### src/rtl/ram_stream_reader.sv
// Read sequencer for the narrow port of the asymmetric RAM: walks a wrapping
// address range and emits the words as a valid/ready stream with a last flag.
module ram_stream_reader #(
    parameter int WIDTHB     = 4,
    parameter int SIZE       = 4096,
    parameter int ADDRWIDTHB = $clog2(SIZE/WIDTHB),
    parameter int LENWIDTH   = ADDRWIDTHB+1
) (
    input  logic                  clk,
    input  logic                  rst,
    input  logic                  start,
    input  logic [ADDRWIDTHB-1:0] base,
    input  logic [LENWIDTH-1:0]   len,
    output logic                  busy,
    output logic                  done,
    output logic                  enaB,
    output logic [ADDRWIDTHB-1:0] addrB,
    input  logic [WIDTHB-1:0]     doB,
    output logic [WIDTHB-1:0]     m_data,
    output logic                  m_valid,
    output logic                  m_last,
    input  logic                  m_ready
);
    localparam int DEPTH = SIZE/WIDTHB;

    localparam logic [1:0] S_IDLE  = 2'd0;
    localparam logic [1:0] S_RUN   = 2'd1;
    localparam logic [1:0] S_DRAIN = 2'd2;
    localparam logic [1:0] S_DONE  = 2'd3;

    logic [1:0]            state_q, state_d;
    logic [ADDRWIDTHB-1:0] addr_q, addr_d;
    logic [LENWIDTH-1:0]   cnt_q, cnt_d;
    logic                  infl_q, infl_d;
    logic                  infl_last_q, infl_last_d;
    logic [WIDTHB:0]       fifo_q [4];
    logic [WIDTHB:0]       fifo_d [4];
    logic [1:0]            wr_q, wr_d, rd_q, rd_d;
    logic [2:0]            occ_q, occ_d;

    logic [3:0] credit;
    logic       issue, push, pop;

    // Credit counts words already owned by the FIFO plus the one read in flight,
    // so a push can never land on a full FIFO.
    assign credit = 4'(occ_q) + 4'(infl_q);
    assign issue  = (state_q == S_RUN) && (cnt_q != '0) && (credit < 4'd4);
    assign push   = infl_q;
    assign pop    = (occ_q != 3'd0) && m_ready;

    always_comb begin
        fifo_d = fifo_q;
        wr_d   = wr_q;
        rd_d   = rd_q;
        if (push) begin
            fifo_d[wr_q] = {infl_last_q, doB};
            wr_d         = wr_q + 2'd1;
        end
        if (pop) rd_d = rd_q + 2'd1;
        occ_d = 3'(occ_q + {2'b0, push} - {2'b0, pop});
    end

    always_comb begin
        state_d     = state_q;
        addr_d      = addr_q;
        cnt_d       = cnt_q;
        infl_d      = 1'b0;
        infl_last_d = 1'b0;
        case (state_q)
            S_IDLE: if (start) begin
                addr_d  = base;
                cnt_d   = len;
                state_d = (len == '0) ? S_DONE : S_RUN;
            end
            S_RUN: begin
                if (issue) begin
                    addr_d      = (addr_q == ADDRWIDTHB'(DEPTH-1)) ? '0 : addr_q + 1'b1;
                    cnt_d       = cnt_q - 1'b1;
                    infl_d      = 1'b1;
                    infl_last_d = (cnt_q == LENWIDTH'(1));
                end
                if (cnt_d == '0) state_d = S_DRAIN;
            end
            // Looking at the next occupancy lets done follow the final pop directly.
            S_DRAIN: if (occ_d == 3'd0 && !infl_q) state_d = S_DONE;
            default: state_d = S_IDLE;
        endcase
    end

    always_ff @(posedge clk) begin
        if (rst) begin
            state_q     <= S_IDLE;
            addr_q      <= '0;
            cnt_q       <= '0;
            infl_q      <= 1'b0;
            infl_last_q <= 1'b0;
            wr_q        <= 2'd0;
            rd_q        <= 2'd0;
            occ_q       <= 3'd0;
            for (int i = 0; i < 4; i++) fifo_q[i] <= '0;
        end else begin
            state_q     <= state_d;
            addr_q      <= addr_d;
            cnt_q       <= cnt_d;
            infl_q      <= infl_d;
            infl_last_q <= infl_last_d;
            wr_q        <= wr_d;
            rd_q        <= rd_d;
            occ_q       <= occ_d;
            fifo_q      <= fifo_d;
        end
    end

    assign busy    = (state_q == S_RUN) || (state_q == S_DRAIN);
    assign done    = (state_q == S_DONE);
    assign enaB    = issue;
    assign addrB   = addr_q;
    assign m_valid = (occ_q != 3'd0);
    assign m_data  = m_valid ? fifo_q[rd_q][WIDTHB-1:0] : '0;
    assign m_last  = m_valid & fifo_q[rd_q][WIDTHB];

endmodule

### config.mk
export PLATFORM = sky130hd
export DESIGN_NAME = ram_stream_reader
export DESIGN_NICKNAME = d
export VERILOG_FILES = /design/src/rtl/ram_stream_reader.sv
export SDC_FILE = /design/constraint.sdc
export NUM_CORES = 1
export LEC_CHECK = 0
export CAP_MARGIN = 0
export CORE_MARGIN = 2
export CORE_UTILIZATION = 40
export DETAILED_ROUTE_END_ITERATION = 7
export PLACE_DENSITY_LB_ADDON = 0.12
export SLEW_MARGIN = 5
export SYNTH_ARGS = -nofsm -noshare
export SYNTH_HDL_FRONTEND = slang
export SYNTH_SLANG_ARGS = --single-unit
### constraint.sdc
create_clock -name clk -period 3.65 [get_ports clk]
set_input_delay 0.365 -clock clk [delete_from_list [all_inputs] [get_ports clk]]
set_output_delay 0.365 -clock clk [all_outputs]
set_load 0.01 [all_outputs]
==> report_table.html <==
<table>
<tr><th>Metric</th><th>Value</th></tr>
<tr><th colspan="2">Run status</th></tr>
<tr><td>Run status</td><td>finished clean</td></tr>
<tr><th colspan="2">Timing</th></tr>
<tr><td>Hold Fails Final Rpt</td><td>0</td></tr>
<tr><td>Min cycle time layout</td><td>3.453 ns</td></tr>
<tr><td>Setup TNS</td><td>0 ns</td></tr>
<tr><td>Actual transition at the worst max-transition pin</td><td>1.057 ns</td></tr>
<tr><td>Maximum operating frequency</td><td>0.2896 GHz</td></tr>
<tr><td>Setup repair after global routing missed its margin</td><td>false</td></tr>
<tr><td>Smallest setup slack after layout</td><td>0.1973 ns</td></tr>
<tr><td>Worst Skew</td><td>0.01379 ns</td></tr>
<tr><td>Final setup violating endpoints</td><td>0</td></tr>
<tr><td>Final cycle utilization of the critical path</td><td>94.59%</td></tr>
<tr><td>Max-slew headroom</td><td>29.51%</td></tr>
<tr><td>Max-slew violations</td><td>0</td></tr>
<tr><th colspan="2">Worst hold path</th></tr>
<tr><td>Critical hold path startpoint</td><td>fifo_q[12]</td></tr>
<tr><td>Min-Delay Path Class</td><td>flop to flop</td></tr>
<tr><th colspan="2">CTS</th></tr>
<tr><td>CTS sink count</td><td>52</td></tr>
<tr><td>Clock root buffer</td><td>sky130_fd_sc_hd__clkbuf_8</td></tr>
<tr><td>Number of buffers added for setup after CTS</td><td>0</td></tr>
<tr><td>Maximum buffer depth of the clock tree</td><td>2</td></tr>
<tr><td>Clock latency of the later-clocked register in the worst-skew pair</td><td>0.32 ns</td></tr>
<tr><td>Total of cells resized after clock tree synthesis</td><td>0</td></tr>
<tr><td>H-Tree Level Count</td><td>2</td></tr>
<tr><td>CTS clk-pin slew, worst paths</td><td>0.10 ns</td></tr>
<tr><td>Clock buffer count from CTS</td><td>5</td></tr>
<tr><td>Clock tree from TritonCTS</td><td>done</td></tr>
<tr><td>Hold buffer count at CTS</td><td>0</td></tr>
<tr><th colspan="2">Synth</th></tr>
<tr><td>Net count after synthesis</td><td>426</td></tr>
<tr><td>Library cell with the highest instance count after synthesis</td><td>sky130_fd_sc_hd__dfxtp_1</td></tr>
<tr><td>Cell types with the highest counts after synthesis</td><td>52 x sky130_fd_sc_hd__dfxtp_1, 42 x sky130_fd_sc_hd__a21oi_1, 39 x sky130_fd_sc_hd__nand2_1</td></tr>
<tr><td>Count of different cell masters after synthesis</td><td>56</td></tr>
<tr><td>Ys flop type</td><td>sky130_fd_sc_hd__dfxtp_1</td></tr>
<tr><td>Share of synthesized area occupied by flip-flops and latches</td><td>34.45%</td></tr>
<tr><td>Fraction of post-synthesis cell area in the top cell type by area</td><td>34.45%</td></tr>
<tr><td>Post-synth EDFFs</td><td>0</td></tr>
<tr><td>Cell area after synthesis</td><td>3022 um2</td></tr>
<tr><td>Area leader, netlist</td><td>sky130_fd_sc_hd__dfxtp_1</td></tr>
<tr><td>Post-synthesis cell count</td><td>381</td></tr>
<tr><td>Post-Synthesis Mean Instance Area</td><td>7.931 um2</td></tr>
<tr><td>Synth top area cells</td><td>sky130_fd_sc_hd__dfxtp_1 34%, sky130_fd_sc_hd__a21oi_1 7.0%, sky130_fd_sc_hd__ha_1 6.2%</td></tr>
<tr><td>FFs w/ async S/R, synth</td><td>0%</td></tr>
<tr><td>Yosys synthesis warning count</td><td>0</td></tr>
<tr><td>Register bit count reported by yosys</td><td>52</td></tr>
<tr><th colspan="2">Die</th></tr>
<tr><td>Core area</td><td>7292 um2</td></tr>
<tr><td>Initial standard-cell utilization of the core</td><td>41.44%</td></tr>
<tr><td>Num ports</td><td>48</td></tr>
<tr><td>Die X-Extent</td><td>90.92 um</td></tr>
<tr><td>Row count</td><td>31</td></tr>
<tr><td>Floorplan die area</td><td>8266 um2</td></tr>
<tr><td>Height of the die</td><td>90.92 um</td></tr>
<tr><th colspan="2">Layout</th></tr>
<tr><td>Final-layout fill cell count</td><td>751</td></tr>
<tr><td>Share of post-route cells with drive strength above 1</td><td>5.502%</td></tr>
<tr><td>N_diodes</td><td>0</td></tr>
<tr><td>Area used by sequential logic in the layout</td><td>1041 um2</td></tr>
<tr><td>Final layout net count</td><td>462</td></tr>
<tr><td>Multi-input gate area</td><td>1802 um2</td></tr>
<tr><td>Synth-to-layout area growth</td><td>20.66%</td></tr>
<tr><th colspan="2">Placement</th></tr>
<tr><td>Sum of net half-perimeters after detailed placement</td><td>5458 um</td></tr>
<tr><td>Routability-driven placement congestion ratio</td><td>0.8188</td></tr>
<tr><td>Number of buffers added on ports</td><td>47</td></tr>
<tr><td>Minimum setup slack after placement</td><td>0.2029 ns</td></tr>
<tr><th colspan="2">Global route</th></tr>
<tr><td>Largest net degree at the start of global routing</td><td>55</td></tr>
<tr><td>First-pass GRT wire length</td><td>13,010 um</td></tr>
<tr><td>Number of global-route vias before repair</td><td>2,753</td></tr>
<tr><td>GRT Resource Usage Total</td><td>19.04%</td></tr>
<tr><td>Total congestion overflow after global routing</td><td>0</td></tr>
<tr><td>Initial antenna violation count</td><td>0</td></tr>
<tr><th colspan="2">Worst setup path</th></tr>
<tr><td>CP max stage cell</td><td>sky130_fd_sc_hd__fa_1</td></tr>
<tr><td>Data arrival, critical path</td><td>3.66 ns</td></tr>
<tr><td>Delay of the slowest critical-path stage</td><td>0.46 ns</td></tr>
<tr><td>Top delay family on crit path</td><td>simple AND/OR/NAND/NOR gates</td></tr>
<tr><td>List of cells traversed by the critical path</td><td>or3_1 &gt; and2_1 &gt; ha_1 &gt; inv_1 &gt; ha_1 &gt; fa_1 &gt; o41ai_1 &gt; o21ai_0 &gt; or3_1 &gt; o32a_1 &gt; mux2_4</td></tr>
<tr><td>Worst reg2reg startpoint</td><td>occ_q[2]</td></tr>
<tr><td>Critical Path RT</td><td>3.86 ns</td></tr>
<tr><td>Critical path launch point type</td><td>flop</td></tr>
<tr><td>Nature of the critical path endpoint</td><td>flop</td></tr>
<tr><td>Total buffers and inverters traversed by the critical path</td><td>1</td></tr>
<tr><td>Maximum net fanout on the critical path</td><td>4</td></tr>
<tr><td>Launch point of the critical path</td><td>occ_q[2]</td></tr>
<tr><td>Kind of critical path</td><td>flop to flop</td></tr>
<tr><th colspan="2">Routing</th></tr>
<tr><td>Routed vias</td><td>2,885</td></tr>
<tr><td>Routed wire length</td><td>7682 um</td></tr>
<tr><td>WL/cell</td><td>14.86 um</td></tr>
<tr><td>Detailed-routing iteration count for the pre-antenna-repair pass</td><td>4</td></tr>
<tr><td>Residual DRC count</td><td>0</td></tr>
<tr><td>Post-detailed-route via-to-cell ratio</td><td>5.580</td></tr>
<tr><td>Remaining antenna violation count after routing</td><td>0</td></tr>
<tr><td>Detailed Route Iter0 Violations</td><td>97</td></tr>
<tr><th colspan="2">Pwr</th></tr>
<tr><td>Cell Pwr Density</td><td>683.7 nW/um2</td></tr>
<tr><td>Leakage Power</td><td>0.001304 uW</td></tr>
<tr><td>VDD IR max</td><td>0.3842 mV</td></tr>
<tr><th colspan="2">Run</th></tr>
<tr><td>Number of max-cap violations</td><td>0</td></tr>
</table>
-- metrics by stage --
step	cells	instance area, um2	power [uW]	hold WS [ns]	util [%]
after floorplan	381	3022	1744	0.4331	-
after global placement	509	3556	2135	0.4384	48.76
after detailed placement	509	3556	2151	0.4468	48.76
after CTS	517	3646	2503	0.4622	50.00
after global routing	517	3646	2710	0.4750	50.00
final	517	3646	2493	0.4607	50.00
-- tightest hold or removal path, cell delays in order, from the launching register on --
cell,delay (ns)
sky130_fd_sc_hd__dfxtp_1,0.32
sky130_fd_sc_hd__nand2_1,0.05
sky130_fd_sc_hd__a21oi_1,0.05
-- state kept, by name, summed over array words and instances, names as in the netlist --
name         flops
fifo_q          20
cnt_q           11
addrB           10
occ_q            3
rd_q             2
state_q          2
wr_q             2
infl_last_q      1
infl_q           1
-- cells by family after synthesis --
family / after synthesis / share of synthesized area, %
AND/OR/NAND/NOR: 148 / 24.18
adder cells (fa/ha/maj): 16 / 6.874
multiplexers: 9 / 5.217
AO/OA/AOI/OAI: 106 / 21.91
buffers and inverters: 45 / 5.921
XOR/XNOR: 5 / 1.450
flip-flops: 52 / 34.45
-- layout make-up --
class | instances | area share, %
clock inverter | 3 | 0.5834
timing repair buffer | 53 | 14.00
sequential | 52 | 28.55
inverter | 21 | 2.162
tap | 99 | 3.397
clock buffer | 5 | 1.887
multi-input combinational | 284 | 49.42
-- path summary, 6_finish.rpt --
path                                   end  slack (ns)  depth (start not counted)
worst max-delay path            state_q[1]        0.20                         11
worst min-delay path            fifo_q[12]        0.46                          2
worst max register to register  state_q[1]        0.20                         11
worst min register to register  fifo_q[12]        0.46                          2
-- placed cells by master (no fill, tap or decap), types with 5 or more instances in the layout --
cell                               n
sky130_fd_sc_hd__a21oi_1          42
sky130_fd_sc_hd__a22oi_1           5
sky130_fd_sc_hd__and2_1            6
sky130_fd_sc_hd__buf_4             6
sky130_fd_sc_hd__clkbuf_8          5
sky130_fd_sc_hd__clkdlybuf4s50_1  46
sky130_fd_sc_hd__dfxtp_1          52
sky130_fd_sc_hd__ha_1             15
sky130_fd_sc_hd__inv_1            20
sky130_fd_sc_hd__mux4_2            5
sky130_fd_sc_hd__nand2_1          39
sky130_fd_sc_hd__nand3_1          25
sky130_fd_sc_hd__nor2_1           33
sky130_fd_sc_hd__nor2b_1           9
sky130_fd_sc_hd__nor3_1            5
sky130_fd_sc_hd__nor4_1            8
sky130_fd_sc_hd__o21ai_0          20
-- where the power goes --
group	internal [uW]	switching, uW
sequential	688	170
clock	137	208
combinational	571	719
total	1400	1100
-- metal layers --
metal / up-vias / GRT usage (%) / wire [um]
met5: - / 0 / 0
met4: 0 / 6.692 / 89
met3: 7 / 2.922 / 362
met2: 78 / 32.15 / 3718
met1: 1355 / 24.72 / 3511
li1: 1445 / - / -
(Power assumes the default switching activity.)
